File: config.mk
export PLATFORM = sky130hd
export DESIGN_NAME = serial_interp_fir
export DESIGN_NICKNAME = d
export VERILOG_FILES = /design/src/rtl/serial_interp_fir.sv
export SDC_FILE = /design/constraint.sdc
export NUM_CORES = 1
export LEC_CHECK = 0
export ABC_AREA = 0
export ABC_CLOCK_PERIOD_IN_PS = 6450
export CORE_MARGIN = 2
export CORE_UTILIZATION = 35
export CTS_CLUSTER_DIAMETER = 200
export DETAILED_ROUTE_END_ITERATION = 8
export PLACE_DENSITY = 0.6
export SETUP_SLACK_MARGIN = 0.4
export SLEW_MARGIN = 20
export SYNTH_ARGS = -nofsm -noshare
export SYNTH_HDL_FRONTEND = slang
export SYNTH_SLANG_ARGS = --single-unit
File: constraint.sdc
create_clock -name clk -period 6.45 [get_ports clk]
set_input_delay 0.645 -clock clk [delete_from_list [all_inputs] [get_ports clk]]
set_output_delay 0.645 -clock clk [all_outputs]
set_load 0.01 [all_outputs]
File: src/rtl/serial_interp_fir.sv
// serial_interp_fir: serial-MAC polyphase interpolating FIR, one multiply per clk (saturating accumulate under SERIAL_INTERP_FIR_SAT_EN)
module serial_interp_fir #(
  parameter int IN_W   = 8,
  parameter int COEF_W = 8,
  parameter int L      = 4,
  parameter int TPP    = 6,
  parameter int ACC_W  = 20,
  localparam int NTAPS = L * TPP,
  localparam int AW    = NTAPS > 1 ? $clog2(NTAPS) : 1
) (
  input  logic                     clk,
  input  logic                     rst,
  input  logic                     in_valid,
  output logic                     in_ready,
  input  logic signed [IN_W-1:0]   in_data,
  output logic                     out_valid,
  input  logic                     out_ready,
  output logic signed [ACC_W-1:0]  out_data,
  input  logic                     coef_we,
  input  logic [AW-1:0]            coef_addr,
  input  logic signed [COEF_W-1:0] coef_data,
  output logic                     busy
);
  localparam int KW = TPP > 1 ? $clog2(TPP) : 1;
  localparam int PW = L > 1 ? $clog2(L) : 1;
  typedef enum logic [1:0] {IDLE, MAC, HOLD} state_t;
  state_t state, state_nxt;
  logic signed [IN_W-1:0] d [TPP];
  logic signed [COEF_W-1:0] h [NTAPS];
  logic signed [ACC_W-1:0] acc, acc_nxt;
  logic signed [IN_W+COEF_W-1:0] prod;
  logic signed [ACC_W:0] sum;
  logic [KW-1:0] k;
  logic [PW-1:0] phase;
  logic [AW-1:0] idx;
  logic last_k, last_p, addr_ok;
  assign idx = AW'(int'(k) * L + int'(phase));
  assign prod = d[k] * h[idx];
  assign sum = (ACC_W+1)'(acc) + (ACC_W+1)'(prod);
`ifdef SERIAL_INTERP_FIR_SAT_EN
  assign acc_nxt = (sum[ACC_W] != sum[ACC_W-1]) ? {sum[ACC_W], {(ACC_W-1){~sum[ACC_W]}}} : sum[ACC_W-1:0];
`else
  assign acc_nxt = sum[ACC_W-1:0];
`endif
  assign last_k = k == KW'(TPP - 1);
  assign last_p = phase == PW'(L - 1);
  assign addr_ok = {1'b0, coef_addr} < (AW+1)'(NTAPS);
  assign busy = state != IDLE;
  assign in_ready = state == IDLE && !rst;
  // state register
  always_ff @(posedge clk)
    state <= rst ? IDLE : state_nxt;
  // next-state: IDLE -> MAC on a sample, MAC -> HOLD after the last tap, HOLD -> next phase or IDLE on handshake
  always_comb begin
    state_nxt = state;
    state_nxt = state == IDLE ? (in_valid ? MAC : IDLE) :
                state == MAC  ? (last_k ? HOLD : MAC) :
                out_ready     ? (last_p ? IDLE : MAC) : HOLD;
  end
  // datapath: coefficient writes and delay-line shift in IDLE, accumulate in MAC, output hold in HOLD
  always_ff @(posedge clk) begin
    if (rst) begin
      for (int i = 0; i < TPP; i++) d[i] <= '0;
      for (int i = 0; i < NTAPS; i++) h[i] <= '0;
      acc <= '0;
      k <= '0;
      phase <= '0;
      out_valid <= 1'b0;
      out_data <= '0;
    end else begin
      case (state)
        IDLE: begin
          if (coef_we && addr_ok) h[coef_addr] <= coef_data;
          if (in_valid) begin
            for (int i = TPP - 1; i > 0; i--) d[i] <= d[i-1];
            d[0] <= in_data;
            phase <= '0;
            k <= '0;
            acc <= '0;
          end
        end
        MAC: begin
          acc <= acc_nxt;
          k <= last_k ? '0 : k + 1'b1;
          if (last_k) begin
            out_data <= acc_nxt;
            out_valid <= 1'b1;
          end
        end
        default: if (out_ready) begin
          out_valid <= 1'b0;
          if (!last_p) begin
            phase <= phase + 1'b1;
            k <= '0;
            acc <= '0;
          end
        end
      endcase
    end
  end
endmodule

== After elaboration in Yosys (flattened, before gate mapping) ==
Memory sizes are Yosys's and may differ from the RTL's. A register that Yosys moved wholly into a read port is not among the register bits.
Index checks and enable logic that the tools add are counted.

* Muxes and demuxes: 43
* $lt $le $gt $ge: 1
* Equal/unequal tests: 7
* Multiply operators: 1
* Bitwise operators: 8
* Add/subtract/negate cells: 4
* Reduce and logical (&&, ||, !) cells: 13

{| class="wikitable"
|+ Operator list
! cell !! count
|-
| 20-bit 2-to-1 mux || 3
|-
| 8-bit 2-to-1 mux || 7
|-
| 20-bit case mux with 2 select lines || 1
|-
| 20-bit by 16-bit adder with 20-bit output || 1
|-
| 3-bit 2-to-1 mux || 6
|-
| 8-bit by 8-bit multiplier with 16-bit output || 1
|-
| 1-bit 2-to-1 mux || 15
|-
| 2-bit 2-to-1 mux || 7
|-
| 8-bit OR reduction || 1
|-
| 1-bit OR || 6
|-
| 3-bit case mux with 2 select lines || 1
|-
| 3-bit AND reduction || 2
|-
| 2-bit nonzero test || 3
|-
| 5-bit by 2-bit adder with 5-bit output || 1
|-
| 5-bit < comparator, second input constant || 1
|-
| 5-bit 2-to-1 mux || 1
|-
| 2-bit inequality test, second input constant || 2
|-
| 2-bit case mux with 2 select lines || 1
|-
| 4-bit AND reduction || 1
|-
| 3-bit by 1-bit adder with 3-bit output, second input constant || 1
|-
| 3-bit equality test, second input constant || 1
|-
| 3-bit by 1-bit inequality test with 1-bit output, second input constant || 1
|-
| 3-bit nonzero test || 1
|-
| 2-bit by 1-bit adder with 2-bit output, second input constant || 1
|-
| other kinds (9) || 11
|}

* Input port bits: 26
* Memories kept: 2
* Output and inout port bits: 23
* Word-level logic and storage cells: 85
* Flip-flop bits (word level): 48
* Memory bits (writable): 240

{| class="wikitable"
|+ Memories
! memory !! depth !! width !! rd ports !! clocked after memory_dff !! write ports !! line !! source
|-
| h || 24 || 8 || 1 || 0 || 24 || 29 || <nowiki>logic signed [COEF_W-1:0] h [NTAPS];</nowiki>
|-
| d || 6 || 8 || 6 || 1 || 6 || 28 || <nowiki>logic signed [IN_W-1:0] d [TPP];</nowiki>
|}

== Depth between registers and ports, before layout ==
Gate-level depths: netlist of run 1.

* Depth in word-level cells: 8
* Gate-level depth with buffers: 23

== Least setup slack after synthesis of run 1 ==
Ideal clock, no wire load.

* Kind: register to register
* Start point: register phase[1]
* End point: register acc[17]
* Path slack: -0.102 ns
* Clock period less this slack: 6.552 ns
* Data required time: 6.333 ns
* Cell stages (with the launch flop): 22
* Arrival time: 6.435 ns
* Cells stage by stage: dfxtp_1 -> buf_2 -> clkbuf_1 -> mux4_2 -> mux4_2 -> mux2_2 -> and2_1 -> inv_2 -> fa_1 -> inv_1 -> fa_1 -> fa_1 -> fa_1 -> fa_1 -> ha_1 -> o21ai_0 -> o21ai_0 -> nor4bb_1 -> nor2_1 -> o21bai_1 -> xor2_1 -> a22o_1

* Cells in the longest elaborated chain, start to end: 5
* Elaborated cells on any way between the ends: 8
* Those cells by class: 2 x add/sub; 1 x mul; 2 x eq/ne; 1 x mux; 1 x reduce/logical; 1 x memory

{| class="wikitable"
|+ Ends and longest elaborated chain
! what !! line !! source
|-
| start: declaration || 34 || <nowiki>logic [PW-1:0] phase;</nowiki>
|-
| start signal: assignment || 93 || <nowiki>phase <= phase + 1'b1;</nowiki>
|-
| 5-bit by 2-bit adder with 5-bit output || 37 || <nowiki>assign idx = AW'(int'(k) * L + int'(phase));</nowiki>
|-
| memory 24 x 8 bit || - ||
|-
| 8-bit by 8-bit multiplier with 16-bit output || 38 || <nowiki>assign prod = d[k] * h[idx];</nowiki>
|-
| 20-bit by 16-bit adder with 20-bit output || 39 || <nowiki>assign sum = (ACC_W+1)'(acc) + (ACC_W+1)'(prod);</nowiki>
|-
| 20-bit case mux with 2 select lines || 71 || <nowiki>case (state)</nowiki>
|-
| end signal: assignment || 83 || <nowiki>acc <= acc_nxt;</nowiki>
|-
| end: declaration || 30 || <nowiki>logic signed [ACC_W-1:0] acc, acc_nxt;</nowiki>
|}

Parallel ways exist; a longest one is shown, timed or not.
A chain may end at the register's enable or synchronous reset.

== Worst setup path after layout of run 1 ==
* Start point: register phase[0]
* End point: register out_data[18]

* Cells in the longest elaborated chain, start to end: 4

{| class="wikitable"
|+ Ends and longest elaborated chain
! what !! line !! source
|-
| 5-bit by 2-bit adder with 5-bit output || 37 ||
|-
| memory 24 x 8 bit || - ||
|-
| 8-bit by 8-bit multiplier with 16-bit output || 38 ||
|-
| 20-bit by 16-bit adder with 20-bit output || 39 ||
|-
| end signal: assignment || 86 || <nowiki>out_data <= acc_nxt;</nowiki>
|-
| end: declaration || 18 || <nowiki>output logic signed [ACC_W-1:0] out_data,</nowiki>
|}

No other way between the ends.

==> results of run 1 <==
## state kept, by name, summed over array words and instances, names as in the netlist, named ones only
| signal | cells |
|---|---|
| acc | 20 |
| out_data | 20 |
| out_valid | 1 |
| k | 3 |
| state | 2 |
| phase | 2 |
| h | 256 |
| d | 48 |
## worst register-to-register path: cells and delay by family, from the launching register on
family          cells  cell delay (ns)
simple gates        4             0.51
buf+inv             5             0.56
compound gates      3             0.76
flops               1             0.44
fa+ha+maj           6             2.67
mux                 3             1.35
## stage by stage
step / area (sq um) / total power [mW] / util / setup TNS, ns
global placement: 20600 / 4.64 / 0.390 / 0
global route: 22500 / 7.84 / 0.427 / -1.91
finish: 22500 / 7.41 / 0.427 / 0
detailed placement: 20600 / 4.67 / 0.390 / -0.0208
floorplan: 19100 / 4.05 / - / 0
CTS: 22400 / 7.28 / 0.424 / 0
## cell type report
class	count	share of cell area
inverter	95	0.0158
clock inverter	22	0.00872
timing repair buffer	128	0.0571
tap	688	0.0382
multi-input combinational	901	0.383
clock buffer	50	0.0465
sequential	355	0.451
## cell families after synthesis
kind of cell | after synthesis | share of synthesized area
AO/OA/AOI/OAI | 97 | 0.0333
XOR/XNOR | 21 | 0.00981
adder cells (fa/ha/maj) | 135 | 0.125
buffers and inverters | 162 | 0.0344
flip-flops | 355 | 0.541
multiplexers | 104 | 0.116
other | 1 | 0.000200
AND/OR/NAND/NOR | 480 | 0.140
## report_power, final
part / total [mW] / switching, mW / internal [mW]
Clock: 2.19 / 0.943 / 1.24
Combinational: 2.55 / 1.34 / 1.21
Sequential: 2.67 / 0.0536 / 2.62
## metal layers
metal  vias to the layer above  wire, microns
li1                       5089              -
met2                       306          21100
met4                         0           1150
met5                         -              0
met1                      5781          19000
met3                        67           2420
## repair_timing
action | 4_1_cts | 5_1_grt
gates resized for setup | 58 | 22
cloned | 3 | 0
setup endpoints to repair | 22 | 25
pin swaps | 25 | 6
setup buffers | 18 | 7
## cell usage after synthesis (25+ instances only)
cell type  instances  area (sq um)
edfxtp_1         304          9130
and2_1           195          1220
nor2_1            95           357
inv_1             93           349
fa_1              88          1760
mux4_2            88          1980
nand2_1           58           218
clkbuf_1          54           203
dfxtp_1           51          1020
and3_1            48           300
ha_1              47           588
a21oi_1           38           190
or2_2             25           156
## worst paths after layout
kind             endpoint  slack [ns]  cells after the start
max          out_data[18]        0.03                     21
min          out_data[11]        0.46                      2
max reg2reg  out_data[18]        0.03                     21
min reg2reg  out_data[11]        0.46                      2
==> results.cfg, run 1 <==
[die]
core_sq_um = 52800
dieWidth_microns = 236
io_pins = 49
die_h_microns = 236
start_util = 0.356
core.rowCount = 84
die_area_sq_um = 55500

[synthesis]
synth.cell_area_sq_um = 18800
yosysUniqueCellTypes = 51
synth-seq-area-share = 0.541
syn_avg_cell_area_sq_um = 13.8
synth_edf_count = 304
synth_flop_cell = edfxtp_1
yosys_register_bits = 355
yosys_warnings = 0
async_flop_share = 0
synth_cells = 1355

[clocking]
cts_root_buffer = clkbuf_16
cts.sinks = 355
cts_tree = done
cts_buffers = 40
insertion_delay_ns = 0.58
clockBufferDepth = 3
clk_pin_slew_worst_paths_ns = 0.06
htreeDepth = 2
cts_hold_buf = 0

[power_and_ir_drop]
p_leak_nw = 8.87
ir_drop_mv = 0.225
power_density_nw_per_um2 = 329

[setup_path]
critPathLaunchType = flop
path_buf_inv = 5
cp_top_family = adder cells
cp_slowest_cell = mux4_2
startpoint = phase[0]
cp_max_fo = 7
worstSetupPathType = flop to flop
cp_cell_sequence = buf_6 > buf_16 > buf_12 > mux4_2 > mux4_2 > mux2i_4 > nand2b_4 > fa_1 > fa_1 > inv_1 > fa_1 > fa_1 > fa_2 > ha_4 > buf_4 > nand4_1 > a21oi_2 > nor2_1 > a21oi_2 > nor4b_2 > a211o_1
arrival_ns = 6.85
worstPathRequired_ns = 6.88
rr_startpoint = phase[0]
critPathMaxStageDelay_ns = 0.55
path_common_cell = fa_1
end_kind = flop

[sta]
drv_slew = 0
fin_ws_ns = 0.0286
period_minus_slack_ns = 6.42
min_period_over_period = 0.996
worstMarginPinSlew_ns = 1.02
rsz0062_at_grt = true
setup_viol = 0
relSlewSlack = 0.318
fin_worst_skew_ns = 0.0346
hold_violations = 0
max_freq_ghz = 0.156
fin_hold_ws_ns = 0.458

[grt]
grt_use_met1 = 0.217
antenna_found_initial = 0
grt_overflow = 0
track_usage = 0.163
grt_pass1_wl_microns = 69300
grt_pass1_vias = 11900
grt_start_max_net_pins = 52
grt.met2_usage = 0.269
grt.busiest_layer = met2
grtUsageMet3 = 0.0297

[detailed_routing]
vias = 11200
drc = 0
ant_nets = 0
firstDrtPassIters = 5
drt_wl_total_microns = 43600
drt_iter0_drc = 940
wl_per_cell_microns = 19.5
routed_via_density = 5.02

[cells_and_area]
layout_commonest_cell = edfxtp_1
multiInputGateArea_sq_um = 8630
seqCellArea_sq_um = 10200
final_nets = 1682
most-common-layout-cells = edfxtp_1 (304), and2_1 (193), nor2_1 (90), inv_1 (89), mux4_2 (88)
fin_cells = 2239
diodes = 0
fill_cells = 4803
syn2layout_area_growth_pct = 20.1
layout-drive-gt1-share = 0.210

[job]
cap_violations = 0

[placement]
dp.cells = 2139
post-place-ws_ns = -0.0115
place_hpwl_microns = 29100
globalplace.congestion = 0.877
port_buffers = 48

[status]
status = complete, no violations

[hold_path]
min_from = out_data[11]
hp-class = flop to flop
Note: power is estimated with default switching activity, not from simulation.
==> inputs of run 2 (changes only) <==
--- a/config.mk
+++ b/config.mk
@@ -7,7 +7,7 @@
 export LEC_CHECK = 0
 export ABC_AREA = 0
 export ABC_CLOCK_PERIOD_IN_PS = 6450
-export CORE_MARGIN = 2
+export CORE_MARGIN = 8
 export CORE_UTILIZATION = 35
 export CTS_CLUSTER_DIAMETER = 200
 export DETAILED_ROUTE_END_ITERATION = 8
==> run 2 against run 1 <==
Combinational power is 6% lower. Register-to-register slack better by 0.07 ns. Design area is 0.40% higher. Final cell count is 1.0% higher. Routed wire length is 0.83% higher. Power is 2.5% lower. First-iteration DRC count is 18% lower. Critical path type unchanged. Utilization is 0.33 points lower. Critical endpoint is now acc[17]. Die area is 10% higher. Highest routed layer is now met5. Largest cell class unchanged. Maximum frequency is 1.1% higher. Worst setup slack better by 0.070 ns.
==> results.cfg, run 2 (same netlist as run 1, synthesis figures left out) <==
[status]
status = complete, no violations

[placement]
dp.cells = 2154
globalplace.congestion = 0.815
place_hpwl_microns = 29500
port_buffers = 48

[cells_and_area]
fill_cells = 4890
final_nets = 1695
largest_registers = h (256), d (48)
layout-drive-gt1-share = 0.211
regMostFlops = h
layout_commonest_cell = edfxtp_1
syn2layout_area_growth_pct = 20.6
most-common-layout-cells = edfxtp_1 (304), and2_1 (193), nor2_1 (93), inv_1 (90), mux4_2 (88)
largest_register_ffs = 256
fin_util = 0.424
multiInputGateArea_sq_um = 8560
fin_cells = 2262
diodes = 0
seqCellArea_sq_um = 10200

[setup_path]
arrival_ns = 6.86
end_kind = flop
r2r_setup_slack_ns = 0.1
worstPathRequired_ns = 6.96
critPathLaunchType = flop
cp_max_fo = 6
worstSetupPathType = flop to flop

[die]
core.rowCount = 85
die_area_sq_um = 61300
start_util = 0.351
dieWidth_microns = 248
core_sq_um = 53400
io_pins = 49
die_h_microns = 248

[clocking]
clk_pin_slew_worst_paths_ns = 0.06
insertion_delay_ns = 0.58
cts_hold_buf = 0
clockBufferDepth = 3
cts_buffers = 41
htreeDepth = 2
cts_tree = done
cts.sinks = 355
cts_root_buffer = clkbuf_16

[power_and_ir_drop]
power_density_nw_per_um2 = 319
ir_drop_mv = 0.262
intPower_mw = 4.96
netSwitchingPower_mw = 2.27
pwr-share-comb = 0.330
p_seq_frac = 0.370
p_leak_nw = 8.90
swShare = 0.314
clockPowerShare = 0.300

[sta]
hold_violations = 0
fin_hold_ws_ns = 0.453
worstMarginPinSlew_ns = 0.990
fin_worst_skew_ns = 0.0248
drv_slew = 0
final.setup.tns_ns = 0
max_freq_ghz = 0.157
min_period_over_period = 0.985
relSlewSlack = 0.338
setup_viol = 0
rsz0062_at_grt = true
period_minus_slack_ns = 6.35

[detailed_routing]
ant_nets = 0
routed_via_density = 4.94
vias = 11200
drt_iter0_drc = 775
firstDrtPassIters = 5
drt_wl_total_microns = 44000
wl_per_cell_microns = 19.5
drc = 0

[grt]
grt_pass1_wl_microns = 69300
grt_start_max_net_pins = 73
grt_pass1_vias = 11900
track_usage = 0.146
antenna_found_initial = 2
grt_overflow = 0

[job]
cap_violations = 0

[hold_path]
hp-class = flop to flop
-- run 2: changes by cell type in the layout (fill, tap and decap cells not counted), moves of 3 or more --
cell,delta
clkinv_2,+4
buf_4,+8
xnor2_1,+5
clkbuf_16,+5
nor2_1,+3
nor2_2,-4
xnor2_2,-5
-- run 2: worst max-delay path, stage by stage, from the launching register on --
cell	delay (ns)
dfxtp_4	0.38
buf_4	0.14
buf_12	0.13
buf_4	0.11
mux4_2	0.51
mux4_2	0.52
mux2i_2	0.21
buf_4	0.18
buf_6	0.12
nor2_1	0.05
fa_1	0.46
fa_1	0.54
fa_1	0.52
fa_1	0.58
ha_4	0.22
ha_4	0.28
buf_6	0.10
o211ai_1	0.09
nand2_2	0.11
nor4bb_4	0.33
nor2_1	0.11
o21bai_1	0.19
xor2_1	0.22
a22o_1	0.16
-- run 2: area by class of cell --
type	count	share of cell area
Sequential cell	355	0.449
Multi-Input combinational cell	902	0.378
Timing Repair Buffer	139	0.0637
Clock buffer	49	0.0471
Tap cell	696	0.0385
Inverter	95	0.0158
Clock inverter	26	0.00785
-- run 2: worst paths after layout --
kind / from / end / cells after the start
worst max-delay path: phase[0] / acc[17] / 23
worst min-delay path: out_data[8] / out_data[8] / 2
worst max register to register: phase[0] / acc[17] / 23
worst min register to register: out_data[8] / out_data[8] / 2
-- run 2: per-stage QoR --
step	power, mW	instance area, sq um	setup WS (ns)
2_1_floorplan	4.05	19100	0.401
3_3_place_gp	4.64	20600	0.00903
3_5_place_dp	4.64	20600	-0.0373
4_1_cts	7.08	22200	0.0734
5_1_grt	7.64	22600	-0.134
6_report	7.23	22600	0.0991
-- run 2: power groups by stage --
stage	Clock (mW)	Combinational, mW	Sequential (mW)
2_1_floorplan	0	1.35	2.70
6_report	2.17	2.39	2.67
3_5_place_dp	0	1.92	2.72
5_1_grt	2.30	2.65	2.69
3_3_place_gp	0	1.92	2.72
4_1_cts	2.22	2.18	2.68
-- run 2: layer usage --
layer,routed length (microns),track usage
met1,19100,0.194
met2,21600,0.241
met3,2300,0.0293
met4,969,0.0427
met5,9,0
-- run 2: timing repair --
item                                    4_1_cts  5_1_grt
resized for setup                            30       35
endpoints found under the setup margin       22       24
buffers inserted                             11       14
pin swaps                                     6       27
gates cloned                                  3        5
==> inputs of run 3 (changes only) <==
--- a/config.mk
+++ b/config.mk
@@ -7,10 +7,11 @@
 export LEC_CHECK = 0
 export ABC_AREA = 0
 export ABC_CLOCK_PERIOD_IN_PS = 6450
-export CORE_MARGIN = 8
+export CORE_MARGIN = 3
 export CORE_UTILIZATION = 35
 export CTS_CLUSTER_DIAMETER = 200
 export DETAILED_ROUTE_END_ITERATION = 8
+export MAX_ROUTING_LAYER = met4
 export PLACE_DENSITY = 0.6
 export SETUP_SLACK_MARGIN = 0.4
 export SLEW_MARGIN = 20
==> run 3 against run 2 <==
Design area grew 0.65%. Via count is essentially flat. Utilization grew 0.78 points. Maximum frequency shrank 0.32%. Worst setup slack lost 0.020 ns. Global-route usage grew 1.9 points. Power grew 3.3%. Non-clock buffer count is the same. Worst hold slack gained 0.00097 ns. Clock power shrank 4%. Count of clock-buffer cells in the layout grew 6. Critical path type unchanged.
==> results.cfg, run 3 (same netlist as run 1, synthesis figures left out) <==
[cells_and_area]
regMostFlops = h
final_nets = 1694
largest_registers = h (256), d (48)
layout_commonest_cell = edfxtp_1
diodes = 0
layout-drive-gt1-share = 0.229
most-common-layout-cells = edfxtp_1 (304), and2_1 (193), nor2_1 (90), mux4_2 (88), inv_1 (85)
fin_util = 0.432
largest_register_ffs = 256
syn2layout_area_growth_pct = 21.4

[sta]
period_minus_slack_ns = 6.37
fin_hold_ws_ns = 0.454
max_freq_ghz = 0.157
min_period_over_period = 0.988
fin_worst_skew_ns = 0.0177
hold_violations = 0
setup_viol = 0
worstMarginPinSlew_ns = 0.878
drv_slew = 0
rsz0062_at_grt = true
final.setup.tns_ns = 0
relSlewSlack = 0.413

[grt]
grt_overflow = 0
grt_pass1_vias = 11800
grt_pass1_wl_microns = 69400
grt_start_max_net_pins = 52
track_usage = 0.165
antenna_found_initial = 1

[detailed_routing]
ant_nets = 0
wl_per_cell_microns = 19.8
firstDrtPassIters = 5
routed_via_density = 4.97
drc = 0
drt_wl_total_microns = 44600
met1_length_microns = 19700
drt_iter0_drc = 825
routed.top_layer = met4
route.met2.wl_microns = 21800
vias = 11200
route.met3.wl_microns = 2090

[die]
core_sq_um = 52800
die_area_sq_um = 56400
io_pins = 49
core.rowCount = 84
start_util = 0.356
dieWidth_microns = 238
die_h_microns = 238

[setup_path]
worstSetupPathType = flop to flop
rr_startpoint = phase[0]
cp_max_fo = 6
rr_worst_depth = 20
arrival_ns = 6.82
end_kind = flop
startpoint = phase[0]
worstPathRequired_ns = 6.90
critPathLaunchType = flop

[clocking]
cts_tree = done
insertion_delay_ns = 0.57
cts_root_buffer = clkbuf_16
htreeDepth = 2
cts.sinks = 355
clockBufferDepth = 3
cts_hold_buf = 0
cts_buffers = 39
clk_pin_slew_worst_paths_ns = 0.06

[hold_path]
hold_depth = 2
hp-class = flop to flop
min_from = out_data[11]

[job]
cap_violations = 0

[placement]
place_hpwl_microns = 29900
port_buffers = 48
globalplace.congestion = 0.840

[power_and_ir_drop]
power_density_nw_per_um2 = 328
p_leak_nw = 8.88
ir_drop_mv = 0.224

[status]
status = complete, no violations
## run 3: cell count changes in the layout (fill, tap and decap cells not counted), sizes merged
cell and change:
buf +3, clkinv -9, clkinvlp -2, and2 +1, clkbuf +2, clkdlybuf4s50 +1
## run 3: cell type report
cell class / count / area (sq um)
multi-input cells: 903 / 8810
clock inverters: 15 / 108
fillers: 4796 / 30000
repair buffers: 139 / 1420
flip-flops and latches: 355 / 10200
inverters: 95 / 357
clock buffers: 55 / 1070
well taps: 688 / 861
## run 3: per-layer routing
layer / GRT usage / up-vias
met5: - / -
li1: - / 5112
met3: 0.0242 / 68
met4: 0.0487 / 0
met1: 0.218 / 5746
met2: 0.267 / 252
## run 3: path summary, 6_finish.rpt
path / slack (ns) / end
setup / recovery: 0.08 / acc[17]
hold reg to reg: 0.45 / out_data[11]
setup reg to reg: 0.08 / acc[17]
hold / removal: 0.45 / out_data[11]
## run 3: power by group
part / leakage, nW / switching [mW] / internal, mW
Combinational: 4.76 / 1.38 / 1.33
Sequential: 3.55 / 0.0581 / 2.62
Clock: 0.571 / 0.922 / 1.16
Total: 8.88 / 2.35 / 5.11
## run 3: timing repair
action	4_1_cts	5_1_grt
endpoints found under the hold margin	0	0
pin swaps	25	48
setup endpoints to repair	21	24
setup buffers	25	14
gates resized for setup	64	46
gates cloned	4	0
## run 3: through the flow
stage	cell area [sq um]	power, mW	setup WS (ns)	cells
final	22800	7.46	0.0788	2250
after detailed placement	20600	4.62	-0.158	2137
after global routing	22800	7.88	-0.119	2250
after CTS	22400	7.19	0.156	2236
after global placement	20600	4.60	-0.0761	2137
after floorplan	19100	4.05	0.401	1418
## run 3: worst max-delay path, cell delays in order (launching register included)
cell	delay [ns]
dfxtp_4	0.37
buf_12	0.14
buf_12	0.13
mux4_2	0.51
mux4_2	0.51
mux2_4	0.35
and2_4	0.22
buf_4	0.14
fa_2	0.54
fa_1	0.46
fa_2	0.60
fa_2	0.46
ha_4	0.23
ha_4	0.18
a2111oi_4	0.42
o21ai_4	0.12
nor4bb_4	0.18
nor2_2	0.18
o21bai_1	0.11
xor2_1	0.18
a22o_1	0.19
